## config.mk

```make
export PLATFORM = sky130hd
export DESIGN_NAME = wb_port_arbiter
export DESIGN_NICKNAME = d
export VERILOG_FILES = /design/src/rtl/wb_port_arbiter.sv
export SDC_FILE = /design/constraint.sdc
export NUM_CORES = 1
export LEC_CHECK = 0
export CORE_MARGIN = 3
export CORE_UTILIZATION = 46
export DETAILED_ROUTE_END_ITERATION = 8
export GPL_TIMING_DRIVEN = 0
export PLACE_DENSITY = 0.77
export SETUP_SLACK_MARGIN = 0.02
export SLEW_MARGIN = 20
export SYNTH_ARGS = -nofsm -noshare
export SYNTH_HDL_FRONTEND = slang
export SYNTH_SLANG_ARGS = --single-unit
export TNS_END_PERCENT = 50
```

## constraint.sdc

```tcl
create_clock -name clk -period 1.66 [get_ports clk]
set_input_delay 0.166 -clock clk [delete_from_list [all_inputs] [get_ports clk]]
set_output_delay 0.166 -clock clk [all_outputs]
set_load 0.005 [all_outputs]
```

## src/rtl/wb_port_arbiter.sv

```systemverilog
// Register-file write-port arbiter: merges in-order WB writes with buffered
// out-of-order long-latency-unit results, stalling the pipe to avoid starving the queue.
module wb_port_arbiter #(
    parameter int DEPTH      = 2,
    parameter int STARVE_MAX = 4
) (
    input  logic        clk,
    input  logic        rst,
    input  logic        pipe_wb_en,
    input  logic        pipe_fwb_en,
    input  logic [5:0]  pipe_rd_addr,
    input  logic [31:0] pipe_data,
    output logic        stall_pipe,
    input  logic        lu_valid,
    output logic        lu_ready,
    input  logic        lu_fwb,
    input  logic [5:0]  lu_rd_addr,
    input  logic [31:0] lu_data,
    input  logic        chk_fp,
    input  logic [5:0]  chk_addr,
    output logic        chk_hit,
    output logic        rf_we,
    output logic        frf_we,
    output logic [5:0]  rf_waddr,
    output logic [31:0] rf_wdata
);
    localparam int PTR_W = $clog2(DEPTH);
    localparam int CNT_W = $clog2(STARVE_MAX + 1);

    typedef enum logic [1:0] {
        GNT_IDLE = 2'd0,
        GNT_PIPE = 2'd1,
        GNT_Q    = 2'd2
    } grant_t;

    logic              fwb_mem_r  [DEPTH];
    logic [5:0]        rd_mem_r   [DEPTH];
    logic [31:0]       data_mem_r [DEPTH];
    logic [DEPTH-1:0]  valid_r;
    logic [PTR_W-1:0]  wr_ptr_r;
    logic [PTR_W-1:0]  rd_ptr_r;
    logic [CNT_W-1:0]  starve_cnt_r;

    grant_t            grant_s;
    logic              pipe_req_s;
    logic              q_req_s;
    logic              full_s;
    logic              push_s;
    logic              pop_s;

    assign pipe_req_s = pipe_wb_en | pipe_fwb_en;
    assign q_req_s    = |valid_r;
    assign full_s     = &valid_r;
    assign lu_ready   = ~full_s;
    assign push_s     = lu_valid & ~full_s;
    assign pop_s      = (grant_s == GNT_Q);
    assign stall_pipe = pipe_req_s & pop_s;

    // Port grant: the queue wins when the pipe is idle, the queue is full, or it has starved.
    always_comb begin
        grant_s = GNT_IDLE;
        if (q_req_s && (!pipe_req_s || full_s || (starve_cnt_r == CNT_W'(STARVE_MAX)))) begin
            grant_s = GNT_Q;
        end else if (pipe_req_s) begin
            grant_s = GNT_PIPE;
        end else begin
            grant_s = GNT_IDLE;
        end
    end

    // Hazard query over entries already resident; a same-cycle push is not yet visible.
    always_comb begin
        chk_hit = 1'b0;
        for (int i = 0; i < DEPTH; i++) begin
            chk_hit = chk_hit | (valid_r[i] & (fwb_mem_r[i] == chk_fp) & (rd_mem_r[i] == chk_addr));
        end
    end

    // LU result FIFO storage and pointers.
    always_ff @(posedge clk or negedge rst) begin
        if (!rst) begin
            valid_r  <= '0;
            wr_ptr_r <= '0;
            rd_ptr_r <= '0;
            for (int i = 0; i < DEPTH; i++) begin
                fwb_mem_r[i]  <= 1'b0;
                rd_mem_r[i]   <= 6'd0;
                data_mem_r[i] <= 32'd0;
            end
        end else begin
            if (push_s) begin
                fwb_mem_r[wr_ptr_r]  <= lu_fwb;
                rd_mem_r[wr_ptr_r]   <= lu_rd_addr;
                data_mem_r[wr_ptr_r] <= lu_data;
                valid_r[wr_ptr_r]    <= 1'b1;
                wr_ptr_r             <= wr_ptr_r + PTR_W'(1);
            end
            if (pop_s) begin
                valid_r[rd_ptr_r] <= 1'b0;
                rd_ptr_r          <= rd_ptr_r + PTR_W'(1);
            end
        end
    end

    // Starvation counter: counts consecutive lost grants while the queue holds data.
    always_ff @(posedge clk or negedge rst) begin
        if (!rst) begin
            starve_cnt_r <= '0;
        end else if (q_req_s && !pop_s) begin
            if (starve_cnt_r != CNT_W'(STARVE_MAX)) begin
                starve_cnt_r <= starve_cnt_r + CNT_W'(1);
            end
        end else begin
            starve_cnt_r <= '0;
        end
    end

    // Registered write port; an int write to x0 still consumes its slot but is suppressed.
    always_ff @(posedge clk or negedge rst) begin
        if (!rst) begin
            rf_we    <= 1'b0;
            frf_we   <= 1'b0;
            rf_waddr <= 6'd0;
            rf_wdata <= 32'd0;
        end else begin
            case (grant_s)
                GNT_PIPE: begin
                    rf_we    <= pipe_wb_en & (pipe_rd_addr != 6'd0);
                    frf_we   <= pipe_fwb_en;
                    rf_waddr <= pipe_rd_addr;
                    rf_wdata <= pipe_data;
                end
                GNT_Q: begin
                    rf_we    <= ~fwb_mem_r[rd_ptr_r] & (rd_mem_r[rd_ptr_r] != 6'd0);
                    frf_we   <= fwb_mem_r[rd_ptr_r];
                    rf_waddr <= rd_mem_r[rd_ptr_r];
                    rf_wdata <= data_mem_r[rd_ptr_r];
                end
                default: begin
                    rf_we  <= 1'b0;
                    frf_we <= 1'b0;
                end
            endcase
        end
    end
endmodule

```

==> impl_results.md, run 1 <==
* TNS Setup at -7980 ps
* Yosys cell types at 36
* CP endpoint kind: output port
* ANT nets after route at 0
* Slowest-stage cell, CP: dfrtp_1
* Detail Placement HPWL at slightly above 10000 µm
* Mux cell area share after synthesis at 16.35%
* Grt ovf at 0
* WP data arrival at 1780 ps
* Reg power frac at ~34%
* Async SR Flop Fraction at between 90% and 100%
* H-tree levels at 4
* CP peak stage delay at approximately 400 ps
* Switching Power at 5.767 mW
* Diodes inserted at 0
* Slew Viols, Final at 0
* Drt pass-1 iters at 4
* Most frequent cells in the layout: 127 x clkdlybuf4s50_1, 125 x dfrtp_1, 65 x mux2_2, 54 x o21ai_1, 35 x nand2_1
* WL/cell at 18.33 µm
* Detailed Route WL at around 15000 µm
* Fmax at a little over 500 MHz
* Worst Tran Pin Value at between 700 and 800 ps
* CTS Buf Count at 17
* Post-synthesis sequential area ratio at 53.91%
* Row cnt at 40
* Max Clock Skew at 8.626 ps
* RSZ-0062 raised after global routing: yes
* Simple-gate share of the synthesized area at under 10%
* Gate Count Post-Synth at roughly 480
* Power Total at 16.82 mW
* Sink Count at between 100 and 150
* Boundary Pins at 132
* Setup ws final at -282.0 ps
* Static Leak at ~3.3 nW
* Share of layout cells above drive strength 1 at 31.04%
* Die H at 118.3 µm
* DRT iter0 DRCs at approximately 240
* Root Buffer: clkbuf_16
* Switching share of power at roughly 34%
* Die extent in x at between 100 and 150 µm
* Status: finished with violations
* CTS clk-pin slew, worst paths at roughly 60 ps
* Post-Syn Area per Cell at between 10 and 15 µm²
* Worst path cell trace: inv_2 -> ha_4 -> a2bb2oi_4 -> maj3_4 -> buf_12 -> nor2_4 -> buf_2
* Peak supply drop at 0.001216 V
* Final period utilization at 117.0%
* Area of the die at 14000 µm²
* First-pass GRT wire length at approximately 24000 µm
* Post-synth EDFFs at 0
* Synth Area in Compound Gates at between 10% and 20%
* TritonCTS clock tree: yes
* Main combinational cell family by area after synthesis: multiplexers
* Worst rel slew slack at roughly half
* Yosys reg bits at 125
* Cell taking the most area after synthesis: dfrtp_1
* Violated checks: setup timing
* Max_cap viols at 0
* Post-Synth Adder-Cell Area at less than 1%
* Worst EP required at between 1000 and 1500 ps
* Kind of critical path: reg2out
* Core Area at between 10000 and 15000 µm²
* Ys flop type: dfrtp_1
* Setup crit start: starve_cnt_r[1]
* Post-synth top area share at 53.91%
* Initial core utilization at 47.71%
* Clk_lat worst skew at between 400 and 500 ps
* Mapped Nets at between 500 and 600
* Logic pwr share at around 45%
* Area contributors post-synth: dfrtp_1 54%, mux2_2 13%, a211oi_2 6.9%
* Global-route usage over all layers at 21.77%
* Final setup vio count at 44
* Final RePlAce weighted congestion at ~0.86
* DR vias/cell at roughly 5.3
* Vias in the first global route at 4718
* Final nets at ~730
* R2R Setup Slk at -280 ps
* Most common cell after layout, fill and taps aside: clkdlybuf4s50_1
* Critical path fanouts, max at 2
* Final Critical Period at about 1900 ps
* Largest net degree at the start of global routing at 65
* Port Buffers at 131
* Worst r2r src: starve_cnt_r[1]
* Warnings from Yosys at 0
* Final hold vios at 0
* Clock power frac at 21.3%
* Residual DRC at 0
* Synth Area in XOR/XNOR at under 10%
* Pint at approximately 11 mW
* CTS Buffer Depth at 2
* CP Launch Type: register
* Antenna violations before repair at 0
* Mapped cell area at about 5800 µm²
* Hold Path Class: in2async
* PD cells at around 2000 nW/µm²
* Area grow syn2layout at 43.99%
* DR vias at 4328
synth_stat cells (2+ instances only):
library cell	n
o21ai_0	34
inv_1	3
nand3_1	3
xor2_1	8
nor2_1	14
nand4_1	3
mux2_1	13
a221o_1	6
clkbuf_1	9
buf_2	10
a211oi_2	32
mux2i_1	7
ha_1	2
buf_4	5
xnor2_1	10
buf_1	3
nand2_1	37
dfrtp_1	125
nor2b_1	32
mux2_2	65
a21oi_1	3
o21ai_1	32
buf_6	4
nor4_1	3
state kept, by name, summed over array words and instances (netlist names):
| signal | flops |
|---|---|
| rf_waddr | 6 |
| frf_we | 1 |
| rf_wdata | 32 |
| data_mem_r | 64 |
| starve_cnt_r | 3 |
| valid_r | 2 |
| rd_mem_r | 12 |
| wr_ptr_r | 1 |
| rf_we | 1 |
| fwb_mem_r | 2 |
| rd_ptr_r | 1 |
through the flow:
step           std cells  setup WS (ps)  hold WS (ps)  util, %  area [µm²]
3_5_place_dp         775         -635.4         187.0    60.45        7352
3_3_place_gp         774          -4315         443.6    60.22        7323
6_report             822         -282.0         292.7    68.69        8354
2_1_floorplan        475          30.89        -129.6        -        5802
5_1_grt              822         -355.3         332.5    68.69        8354
4_1_cts              816         -280.8         307.5    66.53        8092
critical path, delay by kind of cell, from the launching register on:
kind | cells | cell delay (ps)
buf+inv | 3 | 330
simple gates | 1 | 70
compound gates | 1 | 50
fa+ha+maj | 2 | 510
flops | 1 | 400
routing by layer:
layer  vias to the layer above  GRT usage (%)  share of wire [%]
met5                         -              0                  0
met4                         0          5.275                1.8
met3                        22          7.033                5.2
met2                       124          35.30                 49
met1                      2153          28.44                 44
li1                       2029              -                  -
cell type report:
type	instances	area (µm²)
buffer	31	269.0
inverter	4	15.01
sequential	125	3128
clock buffer	17	425.4
timing repair buffer	147	1515
clock inverter	15	150.1
fill	879	3807
tap	168	210.2
multi-input combinational	315	2641
power groups by stage:
stage	clock [mW]	sequential (mW)	combinational, mW
2_1_floorplan	0	5.46	4.07
3_3_place_gp	0	5.55	6.27
3_5_place_dp	0	5.64	6.45
4_1_cts	3.64	5.62	6.87
5_1_grt	3.79	5.86	8.18
6_report	3.58	5.67	7.57
path summary, 6_finish.rpt:
check                      cells past startpoint             end
min in group clk                               3     rf_wdata[6]
max in group asynchronous                      3    rf_wdata[28]
setup reg to reg                               9    rf_wdata[17]
setup / recovery                               7      stall_pipe
hold / removal                                 2  data_mem_r[35]
hold reg to reg                                1  data_mem_r[54]
what timing repair did:
action	4_1_cts	5_1_grt
hold buffers	1	0
endpoints found under the hold margin	61	0
resized for setup	41	75
endpoints found under the setup margin	86	108
buffers inserted	7	3
gates cloned	1	3
pin swaps	9	8
cells by family after synthesis:
| group | Yosys count |
|---|---|
| AO/OA/AOI/OAI | 113 |
| XOR/XNOR | 18 |
| adder cells (fa/ha/maj) | 4 |
| buffers and inverters | 35 |
| flip-flops | 125 |
| multiplexers | 85 |
| AND/OR/NAND/NOR | 95 |
(Power assumes the default switching activity.)
==> run 2: changes to the inputs <==
Settings changed: CORE_UTILIZATION 46 to 54, PLACE_DENSITY 0.77 to 0.85, SLEW_MARGIN 20 to unset.
Clock period 1.66 ns to 2.35 ns, I/O delays scaled along.
==> impl_results.md, run 2 (synthesis results as in run 1) <==
* Status: complete, no violations
* RR Endpoint: rf_wdata[16]
* H-tree levels at 4 (unchanged)
* Worst Tran Pin Value at 764.0 ps (+7.319 ps)
* CP endpoint kind: output port
* Initial core utilization at 55.95% (+8.2 points)
* Worst Reg-to-Reg Cells at 8 (-1)
* Sink Count at 125 (unchanged)
* Diodes inserted at 0 (unchanged)
* DRT iter0 DRCs at 208 (-15%)
* Area grow syn2layout at 37.24%
* Finished Core Util at 76.79% (+8.1 points)
* Final nets at 719 (-1.8%)
* Critical path fanouts, max at 11 (+9)
* Final Critical Period at approximately 2300 ps
* Kind of critical path: reg2out
* Fillcell total at 683 (-22%)
* First-pass GRT wire length at 23690 µm (-1.9%)
* Area of the die at 12020 µm² (-14%)
* Antenna violations before repair at 0 (unchanged)
* Residual DRC at 0 (unchanged)
* Root Buffer: clkbuf_8
* CTS Buffer Depth at 2 (unchanged)
* Detail Placement HPWL at 10110 µm (-1.7%)
* WP data arrival at 2020 ps (+240 ps)
* Final std cell area, no fill at 7963 µm² (-4.7%)
* Fmax at 443.6 MHz
* PD cells at 1423 nW/µm² (-29%)
* Share of layout cells above drive strength 1 at 24.65% (-6.4 points)
* Max reg flops at 64 (unchanged)
* ANT nets after route at 0 (unchanged)
* Most frequent cells in the layout: 128 x clkdlybuf4s50_1, 125 x dfrtp_1, 65 x mux2_2, 37 x nand2_1, 34 x o21ai_0
* DR vias/cell at 5.660 (+7.5%)
* Area after DPL at 7312 µm² (-0.54%)
* TritonCTS clock tree: yes
* Port Buffers at 131 (unchanged)
* Worst EP required at 2120 ps (+630 ps)
* WL/cell at 19.00 µm (+3.6%)
* Final setup vio count at 0 (-100%)
* Global-route usage over all layers at 25.86% (+4.1 points)
* Max Clock Skew at 7.009 ps (-1.618 ps)
* Die extent in x at 109.7 µm (-7.3%)
* Worst rel slew slack at 49.07% (-0.49 points)
* Static Leak at 3.187 nW (-4.5%)
* Worst r2r src: starve_cnt_r[0]
* R2R Setup Slk at 330 ps (+610 ps)
* Final period utilization at between 90% and 100%
* Final hold vios at 0 (unchanged)
* RSZ-0062 raised after global routing: no
* Top reg by flops: data_mem_r
* CTS Buf Count at 17 (unchanged)
* Max_cap viols at 0 (unchanged)
* Boundary Pins at 132 (unchanged)
* Biggest registers after layout: data_mem_r (64), rf_wdata (32), rd_mem_r (12)
* Detailed Route WL at 14760 µm (-2.0%)
* Row cnt at 37 (-7.5%)
* Core Area at 10370 µm² (-15%)
* Final RePlAce weighted congestion at 0.8214 (-4.9%)
* DR vias at 4398 (+1.6%)
* Largest net degree at the start of global routing at 98 (+51%)
* CTS clk-pin slew, worst paths at 60 ps (about the same)
* TNS Setup at 0 ps (+7980 ps)
* Drt pass-1 iters at 5 (+1)
* Die H at 109.7 µm (-7.3%)
* Peak supply drop at 0.0006864 V (-44%)
* Hold Path Class: in2async
* Grt ovf at 0 (unchanged)
* Clk_lat worst skew at 520 ps (+110 ps)
* Vias in the first global route at 4670 (-1.0%)
* Slew Viols, Final at 0 (unchanged)
* CP Launch Type: register
* Most common cell after layout, fill and taps aside: clkdlybuf4s50_1
-- run 2: where the power goes --
part           internal, mW  switching, mW  total [mW]
Clock                  1.75          0.981        2.74
Sequential             3.27          0.712        3.98
Combinational          2.48           2.13        4.61
-- run 2: worst max path at each step --
stage / from / slack (ps) / cells past startpoint / end
3_3_place_gp: rst / -3620 / 1 / data_mem_r[5]
6_report: starve_cnt_r[0] / 100 / 6 / stall_pipe
5_1_grt: starve_cnt_r[0] / 30 / 6 / stall_pipe
4_1_cts: starve_cnt_r[0] / 20 / 7 / stall_pipe
3_5_place_dp: pipe_fwb_en / -80 / 6 / stall_pipe
2_1_floorplan: starve_cnt_r[0] / 720 / 7 / rf_wdata[10]
-- run 2: layout make-up --
class / count / area, µm² / area share [%]
Buffer: 30 / 168.9 / 2.121
Clock buffer: 19 / 431.7 / 5.421
Clock inverter: 13 / 188.9 / 2.373
Inverter: 4 / 15.01 / 0.1886
Multi-Input combinational cell: 315 / 2496 / 31.35
Sequential cell: 125 / 3128 / 39.28
Tap cell: 136 / 170.2 / 2.137
Timing Repair Buffer: 135 / 1364 / 17.13
-- run 2: routing by layer --
layer | up-vias | wire length, µm | global-route usage, %
met4 | 0 | 258 | 8.727
met2 | 184 | 7123 | 42.15
li1 | 1999 | - | -
met3 | 29 | 1034 | 5.696
met1 | 2186 | 6344 | 34.47
met5 | - | 0 | 0
-- run 2: per-stage QoR --
| step | power, mW | worst slack (ps) | hold WS [ps] | std cells |
|---|---|---|---|---|
| after floorplan | 6.729 | 720.9 | -60.59 | 475 |
| after global placement | 8.335 | -3623 | 440.0 | 742 |
| after detailed placement | 8.541 | -82.54 | 124.8 | 743 |
| after CTS | 11.40 | 23.58 | 159.0 | 778 |
| after global routing | 11.98 | 27.65 | 175.9 | 777 |
| final | 11.33 | 95.73 | 160.5 | 777 |
-- run 2: worst max-delay path: stages, from the launching register on --
cell	delay [ps]
dfrtp_1	400
inv_2	80
ha_4	150
a2bb2oi_2	80
maj3_4	460
nor2_2	120
clkdlybuf4s15_1	210
-- run 2: what timing repair did --
item / in CTS / in global routing
gates resized for setup: 8 / 1
hold endpoints to repair: 98 / 0
pin swaps: 1 / 0
setup buffers: 2 / 0
setup endpoints to repair: 2 / 1
hold buffers: 1 / 0
==> run 3: changes to the inputs <==
Settings changed: CAP_MARGIN set to 30.
==> impl_results.md, run 3 (synthesis results as in run 1) <==
* Top reg by flops: data_mem_r
* Diodes inserted at 0 (unchanged)
* Residual DRC at 0 (unchanged)
* RR Endpoint: rf_wdata[16]
* H-tree levels at 4 (unchanged)
* Power Total at 11.33 mW (unchanged)
* WL/cell at 19.00 µm (unchanged)
* Drt pass-1 iters at 5 (unchanged)
* Final nets at 719 (unchanged)
* Most common cell after layout, fill and taps aside: clkdlybuf4s50_1
* Final RePlAce weighted congestion at 0.8214 (unchanged)
* Final setup vio count at 0 (unchanged)
* Hold Slack at 160.5 ps (unchanged)
* Max reg flops at 64 (unchanged)
* Clk_lat worst skew at 520 ps (about the same)
* Worst rel slew slack at 49.07% (unchanged)
* CP Launch Type: register
* DR vias/cell at 5.660 (unchanged)
* Peak supply drop at 0.0006864 V (unchanged)
* Detailed Route WL at 14760 µm (unchanged)
* Global-route usage over all layers at 25.86% (unchanged)
* Final std cell area, no fill at 7963 µm² (unchanged)
* Initial core utilization at 55.95% (unchanged)
* Finished Core Util at 76.79% (unchanged)
* Worst Reg-to-Reg Cells at 8 (unchanged)
* Worst path cell trace: inv_2 -> ha_4 -> a2bb2oi_2 -> maj3_4 -> nor2_2 -> clkdlybuf4s15_1
* Boundary Pins at 132 (unchanged)
* RSZ-0062 raised after global routing: no
* Max_cap viols at 0 (unchanged)
* Final hold vios at 0 (unchanged)
* CTS Buf Count at 17 (unchanged)
* Row cnt at 37 (unchanged)
* Slew Viols, Final at 0 (unchanged)
* Sink Count at 125 (unchanged)
* Vias in the first global route at 4670 (unchanged)
* Worst r2r src: starve_cnt_r[0]
* Largest net degree at the start of global routing at 98 (unchanged)
* Max Clock Skew at 7.009 ps (unchanged)
* Most frequent cells in the layout: 128 x clkdlybuf4s50_1, 125 x dfrtp_1, 65 x mux2_2, 37 x nand2_1, 34 x o21ai_0
* Switching share of power at 33.72% (unchanged)
* Logic pwr share at 40.7% (about the same)
* DR vias at 4398 (unchanged)
* Port Buffers at 131 (unchanged)
* Root Buffer: clkbuf_8
* Die extent in x at 109.7 µm (unchanged)
* Antenna violations before repair at 0 (unchanged)
* ANT nets after route at 0 (unchanged)
* Area after DPL at 7312 µm² (unchanged)
* Critical path fanouts, max at 11 (unchanged)
* Slowest-stage cell, CP: maj3_4
* TritonCTS clock tree: yes
* Area of the die at 12020 µm² (unchanged)
* Detail Placement HPWL at 10110 µm (unchanged)
* Kind of critical path: reg2out
* Final period utilization at 95.93% (unchanged)
* TNS Setup at 0 ps (unchanged)
* DRT iter0 DRCs at 208 (unchanged)
* Fmax at 443.6 MHz (unchanged)
* Reg power frac at 35.2% (about the same)
* Grt ovf at 0 (unchanged)
* Core Area at 10370 µm² (unchanged)
* Clock power frac at 24.1% (about the same)
* Area grow syn2layout at 37.24% (unchanged)
* R2R Setup Slk at 330 ps (about the same)
* Share of layout cells above drive strength 1 at 24.65% (unchanged)
* Status: complete, no violations
* Switching Power at 3.819 mW (unchanged)
* CTS Buffer Depth at 2 (unchanged)
* WP data arrival at 2020 ps (about the same)
* Biggest registers after layout: data_mem_r (64), rf_wdata (32), rd_mem_r (12)
* Static Leak at 3.187 nW (unchanged)
* CP endpoint kind: output port
* First-pass GRT wire length at 23690 µm (unchanged)
* Die H at 109.7 µm (unchanged)
* Hold Path Class: in2async
* Worst Tran Pin Value at 764.0 ps (unchanged)
* CP peak stage delay at 460 ps (about the same)
* PD cells at 1423 nW/µm² (unchanged)
* Pint at 7.508 mW (unchanged)
* CTS clk-pin slew, worst paths at 60 ps (about the same)
* Worst EP required at 2120 ps (about the same)
* Final Critical Period at 2254 ps (unchanged)
## run 3: cell counts in the layout (fill, tap and decap cells not counted)
Identical to the previous run, type by type.
## run 3: layout make-up
type | count | area [µm²]
Inverter | 4 | 15.01
Sequential cell | 125 | 3128
Clock inverter | 13 | 188.9
Timing Repair Buffer | 135 | 1364
Fill cell | 683 | 2407
Clock buffer | 19 | 431.7
Buffer | 30 | 168.9
Multi-Input combinational cell | 315 | 2496
Tap cell | 136 | 170.2
## run 3: how the worst max path moves through the flow
stage	cells past startpoint	startpoint	slack, ps	end
2_1_floorplan	7	starve_cnt_r[0]	720	rf_wdata[10]
3_3_place_gp	1	rst	-3620	data_mem_r[5]
3_5_place_dp	6	pipe_fwb_en	-80	stall_pipe
4_1_cts	7	starve_cnt_r[0]	20	stall_pipe
5_1_grt	6	starve_cnt_r[0]	30	stall_pipe
6_report	6	starve_cnt_r[0]	100	stall_pipe
## run 3: timing repair
| item | in CTS | in global routing |
|---|---|---|
| hold buffers | 1 | 0 |
| buffers inserted | 2 | 0 |
| pin swaps | 1 | 0 |
| endpoints found under the setup margin | 2 | 1 |
| endpoints found under the hold margin | 98 | 0 |
| gates resized for setup | 8 | 1 |
## run 3: worst max-delay path, delay by kind of cell, from the launching register on
kind	cells	cell delay [ps]
AOI/OAI and AO/OA	1	80
and+or+nand+nor	1	120
DFF	1	400
adders and majority gates	2	610
buffers and inverters	2	290
## run 3: per-layer routing
| metal | GRT usage, % | up-vias | wire (µm) |
|---|---|---|---|
| met2 | 42.15 | 184 | 7123 |
| met5 | 0 | - | 0 |
| met4 | 8.727 | 0 | 258 |
| met3 | 5.696 | 29 | 1034 |
| met1 | 34.47 | 2186 | 6344 |
| li1 | - | 1999 | - |
## run 3: power groups by stage
stage | logic (mW) | clock network [mW] | registers, mW
finish | 4.61 | 2.74 | 3.98
global route | 5.00 | 2.87 | 4.12
CTS | 4.66 | 2.76 | 3.98
detailed placement | 4.56 | 0 | 3.98
global placement | 4.42 | 0 | 3.91
floorplan | 2.87 | 0 | 3.85
## run 3: per-stage QoR
step,worst slack [ps],instances
after floorplan,720.9,475
after detailed placement,-82.54,743
after CTS,23.58,778
final,95.73,777
after global routing,27.65,777
after global placement,-3623,742
